`src/rtl/pe_pkg.sv`:
```
// Shared definitions for the vector PE: mode encodings, the saturating add
// result payload and width helpers.
package pe_pkg;

  localparam logic MODE_PASS = 1'b0;
  localparam logic MODE_ACC  = 1'b1;

  // Working width for psum/dot arithmetic before clamping or wrapping to PSUM_WIDTH.
  localparam int unsigned SUM_W = 64;

  typedef struct packed {
    logic             ovf;
    logic [SUM_W-1:0] val;
  } sat_res_t;

  // Width of a LANES-wide sum of 2*DATA_WIDTH products.
  function automatic int unsigned dot_width(int unsigned data_width, int unsigned lanes);
    return 2 * data_width + int'($clog2(lanes));
  endfunction

  // Adds two SUM_W-extended operands and clamps to the width-bit range.
  // val holds the clamped sum; ovf flags that clamping happened.
  function automatic sat_res_t sat_add(logic [SUM_W-1:0] a, logic [SUM_W-1:0] b,
                                       logic signed_en, int unsigned width);
    logic [SUM_W-1:0] sum;
    logic [SUM_W-1:0] hi;
    logic [SUM_W-1:0] lo;
    sat_res_t         r;
    sum   = a + b;
    r.ovf = 1'b0;
    r.val = sum;
    if (signed_en) begin
      hi = (SUM_W'(1) << (width - 1)) - SUM_W'(1);
      lo = ~hi;
      if ($signed(sum) > $signed(hi)) begin
        r.ovf = 1'b1;
        r.val = hi;
      end else if ($signed(sum) < $signed(lo)) begin
        r.ovf = 1'b1;
        r.val = lo;
      end
    end else begin
      hi = (SUM_W'(1) << width) - SUM_W'(1);
      if (sum > hi) begin
        r.ovf = 1'b1;
        r.val = hi;
      end
    end
    return r;
  endfunction

endpackage

```
`src/rtl/pe_vec_if.sv`:
```
// Neighbour link of the systolic array: ifmap, weight and psum streams with
// their enables. master drives a link, slave receives it.
interface pe_vec_if #(
  parameter int unsigned DATA_WIDTH = 8,
  parameter int unsigned LANES      = 4,
  parameter int unsigned PSUM_WIDTH = 32
) ();

  logic [LANES*DATA_WIDTH-1:0] ifmap;
  logic                        ifmap_en;
  logic [LANES*DATA_WIDTH-1:0] weight;
  logic                        weight_en;
  logic [PSUM_WIDTH-1:0]       psum;
  logic                        psum_en;

  modport master (output ifmap, ifmap_en, weight, weight_en, psum, psum_en);
  modport slave  (input  ifmap, ifmap_en, weight, weight_en, psum, psum_en);

endinterface

```
`src/rtl/pe_dot.sv`:
```
// Combinational LANES-wide dot product.
// a_i, b_i : packed vectors, lane 0 in LSBs
// dot_c    : sum of lane products, sign/zero-extended per SIGNED
module pe_dot
  import pe_pkg::*;
#(
  parameter  int unsigned DATA_WIDTH = 8,
  parameter  int unsigned LANES      = 4,
  parameter  int unsigned SIGNED     = 1,
  localparam int unsigned DOT_W      = dot_width(DATA_WIDTH, LANES)
) (
  input  logic [LANES*DATA_WIDTH-1:0] a_i,
  input  logic [LANES*DATA_WIDTH-1:0] b_i,
  output logic [DOT_W-1:0]            dot_c
);

  localparam int unsigned PROD_W = 2 * DATA_WIDTH;
  localparam logic        SGN    = (SIGNED != 0);

  // Operands are extended to PROD_W first, so the low PROD_W bits of the
  // unsigned product equal the signed product when SGN is set.
  always_comb begin
    logic [DATA_WIDTH-1:0] ea;
    logic [DATA_WIDTH-1:0] eb;
    logic [PROD_W-1:0]     xa;
    logic [PROD_W-1:0]     xb;
    logic [PROD_W-1:0]     prod;
    dot_c = '0;
    ea    = '0;
    eb    = '0;
    xa    = '0;
    xb    = '0;
    prod  = '0;
    for (int k = 0; k < int'(LANES); k++) begin
      ea    = a_i[k*DATA_WIDTH +: DATA_WIDTH];
      eb    = b_i[k*DATA_WIDTH +: DATA_WIDTH];
      xa    = {{DATA_WIDTH{SGN & ea[DATA_WIDTH-1]}}, ea};
      xb    = {{DATA_WIDTH{SGN & eb[DATA_WIDTH-1]}}, eb};
      prod  = xa * xb;
      dot_c = dot_c + {{(DOT_W-PROD_W){SGN & prod[PROD_W-1]}}, prod};
    end
  end

endmodule

```
`src/rtl/pe_vec.sv`:
```
// Vector processing element: double-buffered stationary ifmap, LANES-wide MAC,
// PASS (psum_o = psum_i + dot) and ACC (local accumulator, drained on demand).
// clk, rst : clock, synchronous active-high reset
// up       : upstream link (ifmap/weight/psum in)
// dn       : downstream link (registered forwards and psum result)
// swap_i   : copy shadow into active buffer
// mode_i   : MODE_PASS / MODE_ACC
// drain_i  : ACC mode, emit accumulator and clear it
// sat_o    : sticky saturation flag
module pe_vec
  import pe_pkg::*;
#(
  parameter int unsigned DATA_WIDTH = 8,
  parameter int unsigned PSUM_WIDTH = 32,
  parameter int unsigned LANES      = 4,
  parameter int unsigned SIGNED     = 1,
  parameter int unsigned SAT        = 1
) (
  input  logic           clk,
  input  logic           rst,
  pe_vec_if.slave        up,
  pe_vec_if.master       dn,
  input  logic           swap_i,
  input  logic           mode_i,
  input  logic           drain_i,
  output logic           sat_o
);

  localparam int unsigned VEC_W  = LANES * DATA_WIDTH;
  localparam int unsigned DOT_W  = dot_width(DATA_WIDTH, LANES);
  localparam logic        SGN    = (SIGNED != 0);
  localparam logic        SAT_EN = (SAT != 0);

  logic [VEC_W-1:0]      shadow_q, shadow_d;
  logic [VEC_W-1:0]      active_q, active_d;
  logic [PSUM_WIDTH-1:0] acc_q, acc_d;
  logic [VEC_W-1:0]      ifmap_o_q, ifmap_o_d;
  logic                  ifmap_en_o_q, ifmap_en_o_d;
  logic [VEC_W-1:0]      weight_o_q, weight_o_d;
  logic                  weight_en_o_q, weight_en_o_d;
  logic [PSUM_WIDTH-1:0] psum_o_q, psum_o_d;
  logic                  psum_en_o_q, psum_en_o_d;
  logic                  sat_q, sat_d;

  logic [DOT_W-1:0]      dot;

  // Dot product always uses the pre-swap active buffer.
  pe_dot #(
    .DATA_WIDTH (DATA_WIDTH),
    .LANES      (LANES),
    .SIGNED     (SIGNED)
  ) u_dot (
    .a_i   (active_q),
    .b_i   (up.weight),
    .dot_c (dot)
  );

  // Next-state: buffers, forwards, accumulator and psum output.
  always_comb begin
    logic [SUM_W-1:0]      dot_ext;
    logic [SUM_W-1:0]      acc_ext;
    logic [SUM_W-1:0]      psum_ext;
    logic [SUM_W-1:0]      addend;
    sat_res_t              pass_r;
    sat_res_t              acc_r;
    logic [PSUM_WIDTH-1:0] pass_val;
    logic [PSUM_WIDTH-1:0] acc_val;

    dot_ext  = {{(SUM_W-DOT_W){SGN & dot[DOT_W-1]}}, dot};
    acc_ext  = {{(SUM_W-PSUM_WIDTH){SGN & acc_q[PSUM_WIDTH-1]}}, acc_q};
    psum_ext = {{(SUM_W-PSUM_WIDTH){SGN & up.psum[PSUM_WIDTH-1]}}, up.psum};
    addend   = up.weight_en ? dot_ext : '0;
    pass_r   = sat_add(psum_ext, dot_ext, SGN, PSUM_WIDTH);
    acc_r    = sat_add(acc_ext, addend, SGN, PSUM_WIDTH);
    pass_val = SAT_EN ? pass_r.val[PSUM_WIDTH-1:0] : PSUM_WIDTH'(psum_ext + dot_ext);
    acc_val  = SAT_EN ? acc_r.val[PSUM_WIDTH-1:0]  : PSUM_WIDTH'(acc_ext + addend);

    shadow_d      = up.ifmap_en ? up.ifmap : shadow_q;
    active_d      = swap_i ? shadow_q : active_q;
    ifmap_o_d     = up.ifmap_en ? up.ifmap : ifmap_o_q;
    ifmap_en_o_d  = up.ifmap_en;
    weight_o_d    = up.weight_en ? up.weight : weight_o_q;
    weight_en_o_d = up.weight_en;
    acc_d         = acc_q;
    psum_o_d      = psum_o_q;
    psum_en_o_d   = 1'b0;
    sat_d         = sat_q;

    if (mode_i == MODE_ACC) begin
      if (drain_i) begin
        // Drain wins over a simultaneous upstream psum, which is dropped.
        psum_o_d    = acc_val;
        psum_en_o_d = 1'b1;
        acc_d       = '0;
        sat_d       = sat_q | (SAT_EN & acc_r.ovf);
      end else begin
        if (up.weight_en) begin
          acc_d = acc_val;
          sat_d = sat_q | (SAT_EN & acc_r.ovf);
        end
        if (up.psum_en) begin
          psum_o_d    = up.psum;
          psum_en_o_d = 1'b1;
        end
      end
    end else if (up.psum_en) begin
      psum_en_o_d = 1'b1;
      if (up.weight_en) begin
        psum_o_d = pass_val;
        sat_d    = sat_q | (SAT_EN & pass_r.ovf);
      end else begin
        psum_o_d = up.psum;
      end
    end
  end

  always_ff @(posedge clk) begin
    if (rst) begin
      shadow_q      <= '0;
      active_q      <= '0;
      acc_q         <= '0;
      ifmap_o_q     <= '0;
      ifmap_en_o_q  <= 1'b0;
      weight_o_q    <= '0;
      weight_en_o_q <= 1'b0;
      psum_o_q      <= '0;
      psum_en_o_q   <= 1'b0;
      sat_q         <= 1'b0;
    end else begin
      shadow_q      <= shadow_d;
      active_q      <= active_d;
      acc_q         <= acc_d;
      ifmap_o_q     <= ifmap_o_d;
      ifmap_en_o_q  <= ifmap_en_o_d;
      weight_o_q    <= weight_o_d;
      weight_en_o_q <= weight_en_o_d;
      psum_o_q      <= psum_o_d;
      psum_en_o_q   <= psum_en_o_d;
      sat_q         <= sat_d;
    end
  end

  assign dn.ifmap     = ifmap_o_q;
  assign dn.ifmap_en  = ifmap_en_o_q;
  assign dn.weight    = weight_o_q;
  assign dn.weight_en = weight_en_o_q;
  assign dn.psum      = psum_o_q;
  assign dn.psum_en   = psum_en_o_q;
  assign sat_o        = sat_q;

endmodule
```
`src/flat_wrapper.sv`:
```
// flat-port wrapper written by rule: the top's interface ports become plain ports
module pe_vec_flat import pe_pkg::*;
#(
  parameter int unsigned DATA_WIDTH = 8,
  parameter int unsigned PSUM_WIDTH = 32,
  parameter int unsigned LANES      = 4,
  parameter int unsigned SIGNED     = 1,
  parameter int unsigned SAT        = 1
)
  (clk, rst, swap_i, mode_i, drain_i, sat_o, up_ifmap, up_ifmap_en, up_weight, up_weight_en, up_psum, up_psum_en, dn_ifmap, dn_ifmap_en, dn_weight, dn_weight_en, dn_psum, dn_psum_en);
  pe_vec_if #(.DATA_WIDTH(DATA_WIDTH), .LANES(LANES), .PSUM_WIDTH(PSUM_WIDTH)) up_i ();
  pe_vec_if #(.DATA_WIDTH(DATA_WIDTH), .LANES(LANES), .PSUM_WIDTH(PSUM_WIDTH)) dn_i ();
  input  logic clk;
  input  logic rst;
  input  logic swap_i;
  input  logic mode_i;
  input  logic drain_i;
  output logic sat_o;
  input wire logic [$bits(up_i.ifmap)-1:0] up_ifmap;
  input wire logic [$bits(up_i.ifmap_en)-1:0] up_ifmap_en;
  input wire logic [$bits(up_i.weight)-1:0] up_weight;
  input wire logic [$bits(up_i.weight_en)-1:0] up_weight_en;
  input wire logic [$bits(up_i.psum)-1:0] up_psum;
  input wire logic [$bits(up_i.psum_en)-1:0] up_psum_en;
  output wire logic [$bits(dn_i.ifmap)-1:0] dn_ifmap;
  output wire logic [$bits(dn_i.ifmap_en)-1:0] dn_ifmap_en;
  output wire logic [$bits(dn_i.weight)-1:0] dn_weight;
  output wire logic [$bits(dn_i.weight_en)-1:0] dn_weight_en;
  output wire logic [$bits(dn_i.psum)-1:0] dn_psum;
  output wire logic [$bits(dn_i.psum_en)-1:0] dn_psum_en;
  assign up_i.ifmap = up_ifmap;
  assign up_i.ifmap_en = up_ifmap_en;
  assign up_i.weight = up_weight;
  assign up_i.weight_en = up_weight_en;
  assign up_i.psum = up_psum;
  assign up_i.psum_en = up_psum_en;
  assign dn_ifmap = dn_i.ifmap;
  assign dn_ifmap_en = dn_i.ifmap_en;
  assign dn_weight = dn_i.weight;
  assign dn_weight_en = dn_i.weight_en;
  assign dn_psum = dn_i.psum;
  assign dn_psum_en = dn_i.psum_en;
  pe_vec #(.DATA_WIDTH(DATA_WIDTH), .PSUM_WIDTH(PSUM_WIDTH), .LANES(LANES), .SIGNED(SIGNED), .SAT(SAT)) u_core (.clk(clk), .rst(rst), .up(up_i), .dn(dn_i), .swap_i(swap_i), .mode_i(mode_i), .drain_i(drain_i), .sat_o(sat_o));
endmodule
```
`config.mk`:
```
export PLATFORM = sky130hd
export DESIGN_NAME = pe_vec_flat
export DESIGN_NICKNAME = d
export VERILOG_FILES = /design/src/rtl/pe_pkg.sv /design/src/rtl/pe_vec_if.sv /design/src/rtl/pe_dot.sv /design/src/rtl/pe_vec.sv /design/src/flat_wrapper.sv
export SDC_FILE = /design/constraint.sdc
export NUM_CORES = 1
export LEC_CHECK = 0
export ABC_AREA = 1
export CAP_MARGIN = 20
export CORE_MARGIN = 2
export CORE_UTILIZATION = 50
export CTS_BUF_LIST = sky130_fd_sc_hd__clkbuf_16
export DETAILED_ROUTE_END_ITERATION = 6
export PLACE_DENSITY = 0.71
export RECOVER_POWER = 25
export SLEW_MARGIN = 30
export SYNTH_ARGS = -nofsm -noshare
export SYNTH_HDL_FRONTEND = slang
export SYNTH_SLANG_ARGS = --single-unit
export TNS_END_PERCENT = 10
```
`constraint.sdc`:
```
create_clock -name clk -period 13.4 [get_ports clk]
set_clock_uncertainty 0.2 [all_clocks]
set_input_delay 2.68 -clock clk [delete_from_list [all_inputs] [get_ports clk]]
set_output_delay 2.68 -clock clk [all_outputs]
set_load 0.02 [all_outputs]
```
; Word level (Yosys, flattened, before mapping)
; Index checks and enable logic that the tools add are counted.
[totals]
register_bits = 164
inputBits = 104
ram_bits = 0
word_cells = 51
latch_bits = 0
mem_bits_ro = 0
out_inout_bits = 100
n_memories = 0
[classes]
n_bitwise = 2
div = 0
mux = 20
reduce_logical = 7
magnitude_cmp = 4
add_sub_neg = 5
shift = 0
eq_ne = 0
multipliers = 4
[op_table]
columns = op, count
row1 = 2-to-1 mux 65 bit, 4
row2 = 2-to-1 mux 32 bit, 7
row3 = greater-than comparator 64 x 32 -> 1 bit (second input constant), 2
row4 = less-than comparator 64 x 32 -> 1 bit (second input constant), 2
row5 = adder 64 bit, 1
row6 = multiplier 8 x 8 -> 16 bit, 4
row7 = 2-to-1 mux 64 bit, 1
row8 = adder 18 bit, 2
row9 = adder 32 x 18 -> 33 bit, 1
row10 = adder 16 x 16 -> 17 bit, 1
row11 = 2-to-1 mux 1 bit, 8
row12 = nonzero test 2 bit, 4
row13 = AND reduction 2 bit, 2
row14 = AND reduction 3 bit, 1
row15 = bitwise OR 1 bit, 2

; Longest topological paths before layout
[logic_depth]
word_depth = 13
ltp_mapped = 62

; Modules after synthesis
; A second synthesis with hierarchy kept.
[hier_totals]
hier_cells = 3530
area_unflattened_um2 = 23671.5
[modules_own_cells]
columns = mod, cells_per_inst, area_per_inst_um2, instances, seq_area_each_um2
row1 = pe_dot, 1675, 12443.2, 1, 0.0
row2 = pe_vec, 1855, 11228.3, 1, 3283.1

; Least setup slack after synthesis
; Ideal clock, no wire load.
[synth_path]
kind = input-to-reg
startpoint = in up_weight[15]
endpoint = reg u_core.psum_o_q[24], in the netlist u_core.dn.psum[24]
t_required_ns = 13.081
stages = 49
arrival_time_ns = 11.660
setup_time_ns = 0.119
slack_ns = 1.421
path_buffers = 3
cell_sequence = clkinv_1 > or2_2 > fa_1 > fa_1 > inv_1 > fa_1 > fa_1 > fa_1 > inv_1 > fa_1 > inv_1 > ha_1 > a21oi_1 > o21ai_0 > a21oi_1 > inv_1 > a21oi_1 > o21ai_0 > [... 13 more ...] > nand2_1 > nand2_2 > buf_6 > ha_1 > clkbuf_1 > a21o_1 > a31oi_1 > o21ai_0 > a221oi_1 > nand2_1 > xor2_1 > inv_1 > nand2_2 > inv_1 > clkbuf_1 > o21ai_0 > a21oi_1 > a21oi_1
[synth_via]
elab_chain_len = 11
elab_cells_between_ends = 19
cone_classes = add/sub (5) / mul (1) / order compare (4) / mux (9)
[synth_lines]
columns = item, line
row1 = from (decl), flat_wrapper.sv:21  ; input wire logic [$bits(up_i.weight)-1:0] up_weight;
row2 = multiplier 8 x 8 -> 16 bit *, pe_dot.sv:39  ; prod = xa * xb;
row3 = adder 16 x 16 -> 17 bit *, pe_dot.sv:40  ; dot_c = dot_c + {{(DOT_W-PROD_W){SGN & prod[PROD_W-1]}}, prod};
row4 = adder 18 bit * (2 in a row), pe_dot.sv:40
row5 = 2-to-1 mux 64 bit / adder 32 x 18 -> 33 bit (equally long branches), "pe_vec.sv:72, pe_pkg.sv:29"
row6 = adder 64 bit / less-than comparator 64 x 32 -> 1 bit (equally long branches), "pe_pkg.sv:29, pe_pkg.sv:38"
row7 = less-than comparator 64 x 32 -> 1 bit / 2-to-1 mux 65 bit (equally long branches), pe_pkg.sv:38  ; end else if ($signed(sum) < $signed(lo)) begin
row8 = 2-to-1 mux 65 bit (on tied branches), "pe_pkg.sv:38, pe_pkg.sv:35"
row9 = 2-to-1 mux 65 bit / 2-to-1 mux 32 bit (equally long branches), "pe_pkg.sv:35, pe_vec.sv:108"
row10 = 2-to-1 mux 32 bit (on tied branches), "pe_vec.sv:90, pe_vec.sv:106"
row11 = 2-to-1 mux 32 bit *, pe_vec.sv:89  ; if (mode_i == MODE_ACC) begin
row12 = to (signal assigned), pe_vec.sv:137  ; psum_o_q <= psum_o_d;
row13 = to (decl), pe_vec.sv:41  ; logic [PSUM_WIDTH-1:0] psum_o_q, psum_o_d;
; Mark *: on every way between the ends. The rest lies on a longest branch, timed or not. The select of a mux whose other input is x is not followed.
; A chain may end at the register's enable or synchronous reset.

; Worst setup path in the final report
[layout_path]
startpoint = in up_weight[3]
endpoint = reg u_core.psum_o_q[18], in the netlist u_core.dn.psum[18]
; Same word-level chain as after synthesis.

==> results.yml <==
status:
  violations: "capacitance limit, slew limit"
  outcome: "complete, but fails checks"
global_route:
  grt_use_total_pct: 29.0
  grt_pass1_wl_um: 107000
  grt_overflow_total: 0
  antenna_found_initial: 0
  grt_max_degree: 118
  grt_pass1_vias: 20700
yosys:
  synthMuxAreaShare_pct: 0
  synth-simple-area-share_pct: 18.8
  ys_seq_elements: 164
  synth.distinct_cells: 47
  yosysSeqAreaShare_pct: 14.7
  synth_top_family_by_area: "adder cells"
  synth_edf_count: 0
  syn_area_per_cell_um2: 7.16
  syn_nets: 3672
  synth_most_common_cell: "inv_1"
  synth_compound_gate_area_share_pct: 12.9
  synth_xor_area_share_pct: 5.02
  yosysWarnings: 0
  syn_area_um2: 22300
  yosysTopAreaCellShare_pct: 24.5
  synth-adder-area-share_pct: 34.4
  synthTopCellsByCount: "inv_1, nand2_1, nor2_1"
  yosys-top-cells-area: "fa_1, dfxtp_1, inv_1"
  synth_cells: 3118
  yosysTopAreaCell: "fa_1"
  async_reset_ff_share_pct: 0
  synthFlopType: "dfxtp_1"
clocking:
  cts_tree: "done"
  clk_path_buf_depth: 2
  cts_buffers: 17
  cts_hold_buffers: 0
  cts_sinks: 164
  path_clk_slew_ns: 0.07
  clk_latency_ns: 0.50
  htreeDepth: 4
  ctsRootBufferMaster: "clkbuf_16"
floorplanning:
  initial_core_util_pct: 50.6
  ios: 204
  fp.coreArea_um2: 44100
  fp.dieW_um: 215
  die_h_um: 215
  core.rowCount: 77
  die-area_um2: 46400
final_layout:
  final_nets: 3796
  syn2layout_area_growth_pct: 14.4
  fillerInstances: 4185
  design_area_um2: 25500
  drive_gt1_share_pct: 5.04
  antennaDiodeCount: 0
hold_path:
  hp-class: "reg -> reg"
run:
  maxCapViolCount: 1
detailed_routing:
  drt_iter0_drc: 1479
  drc: 0
  wl_per_cell_um: 17.2
  ant_nets: 0
  drt_wl_total_um: 66100
  num_vias: 20300
  viasPerCell: 5.28
  dr.pass1.iters: 7
setup_path:
  cp_top_family: "adder cells"
  cp_max_fo: 23
  crit_slowest_cell: "clkdlybuf4s50_1"
  worst-setup-path-type: "in -> reg"
  cp.required_ns: 13.56
  cpMostUsedCell: "inv_1"
  cpPeakStageDelay_ns: 0.56
  startpoint_type: "primary input"
  cp-end-kind: "flop"
  worstPathBufferInverterCount: 11
  arrival_ns: 12.96
timing:
  setup_viol: 0
  fin_crit_sh_pct: 95.5
  slew-limit-headroom_pct: -213
  worst_slew_pin_slew_ns: 4.70
  final-max-slew-violation-count: 118
  fmax_mhz: 78.1
  fin_tns_setup_ns: 0
  fin_crit_ns: 12.80
  hold_violations: 0
  setup_ws_ns: 0.599
placement:
  gp_congestion: 0.954
  placed_area_um2: 24900
  dp_hpwl_um: 52700
  port_buffers: 203
  pre_cts_ws_ns: -0.00898
cell type report:
cell class | instances | area, um2 | area share [%]
clock buffer | 17 | 425 | 1.67
clock inverter | 15 | 188 | 0.735
inverter | 659 | 2470 | 9.69
multi-input combinational | 2140 | 15900 | 62.4
sequential | 164 | 3280 | 12.9
tap | 592 | 741 | 2.90
timing repair buffer | 260 | 2500 | 9.80
cell families (layout without fill, tap and decap cells):
family                     count (synthesis)  in the layout
and+or+nand+nor                         1021           1022
buffers and inverters                    815            951
xor gates and xnor gates                 128            128
DFF                                      164            164
adders and majority gates                450            450
AOI/OAI and AO/OA                        540            540
sequential cells by signal, indices dropped and copies added, names as in the netlist:
signal               cells
u_core.dn.weight        32
u_core.acc_q            32
u_core.dn.ifmap_en       1
u_core.active_q         32
u_core.dn.weight_en      1
u_core.dn.psum          32
u_core.dn.psum_en        1
u_core.dn.ifmap         32
u_core.sat_o             1
routing by layer:
layer	global-route usage, %	part of all wire, %	vias to the layer above
li1	-	-	9765
met1	34.9	41	9731
met2	51.3	50	667
met3	4.27	5.2	149
met4	12.5	4.2	0
met5	0	0	-
tightest hold or removal path, cell delays in order, from the launching register on:
cell	delay (ns)
dfxtp_1	0.32
nand2_1	0.06
a21oi_1	0.05
path summary, 6_finish.rpt:
path,start,to,slack (ns),cells after the start
max reg2reg,u_core.active_q[0]$_SDFFE_PP0P_,u_core.dn.psum[18]$_SDFFE_PP0P_,2.72,50
min reg2reg,u_core.acc_q[2]$_SDFFE_PP0P_,u_core.acc_q[2]$_SDFFE_PP0P_,0.27,2
min,u_core.acc_q[2]$_SDFFE_PP0P_,u_core.acc_q[2]$_SDFFE_PP0P_,0.27,2
max,up_weight[3],u_core.dn.psum[18]$_SDFFE_PP0P_,0.60,53
cell usage in the layout, fill, tap and decap left out, types with 62 or more instances in the layout:
cell | Yosys | layout
ha_1 | 177 | 176
a21oi_1 | 261 | 259
xor2_1 | 71 | 71
dlygate4sd3_1 | 0 | 62
dfxtp_1 | 164 | 164
inv_1 | 651 | 646
nand2_1 | 594 | 594
fa_1 | 273 | 273
nand3_1 | 73 | 73
o21ai_0 | 211 | 208
clkdlybuf4s50_1 | 0 | 138
nor2_1 | 275 | 275
stage by stage:
step / std cells / utilization, % / hold WS (ns)
final: 3847 / 57.9 / 0.273
after global routing: 3847 / 57.9 / 0.289
after CTS: 3842 / 57.7 / 0.275
after detailed placement: 3810 / 56.3 / 0.264
after global placement: 3810 / 56.3 / 0.256
after floorplan: 3118 / - / 0.250
timing repair:
item	4_1_cts	5_1_grt
endpoints found under the setup margin	0	63
setup buffers	0	4
gates resized for setup	0	11
Power is left out: the tool's default activity adds up to more than one toggle a clock period on the data nets, which glitch-free logic cannot reach.
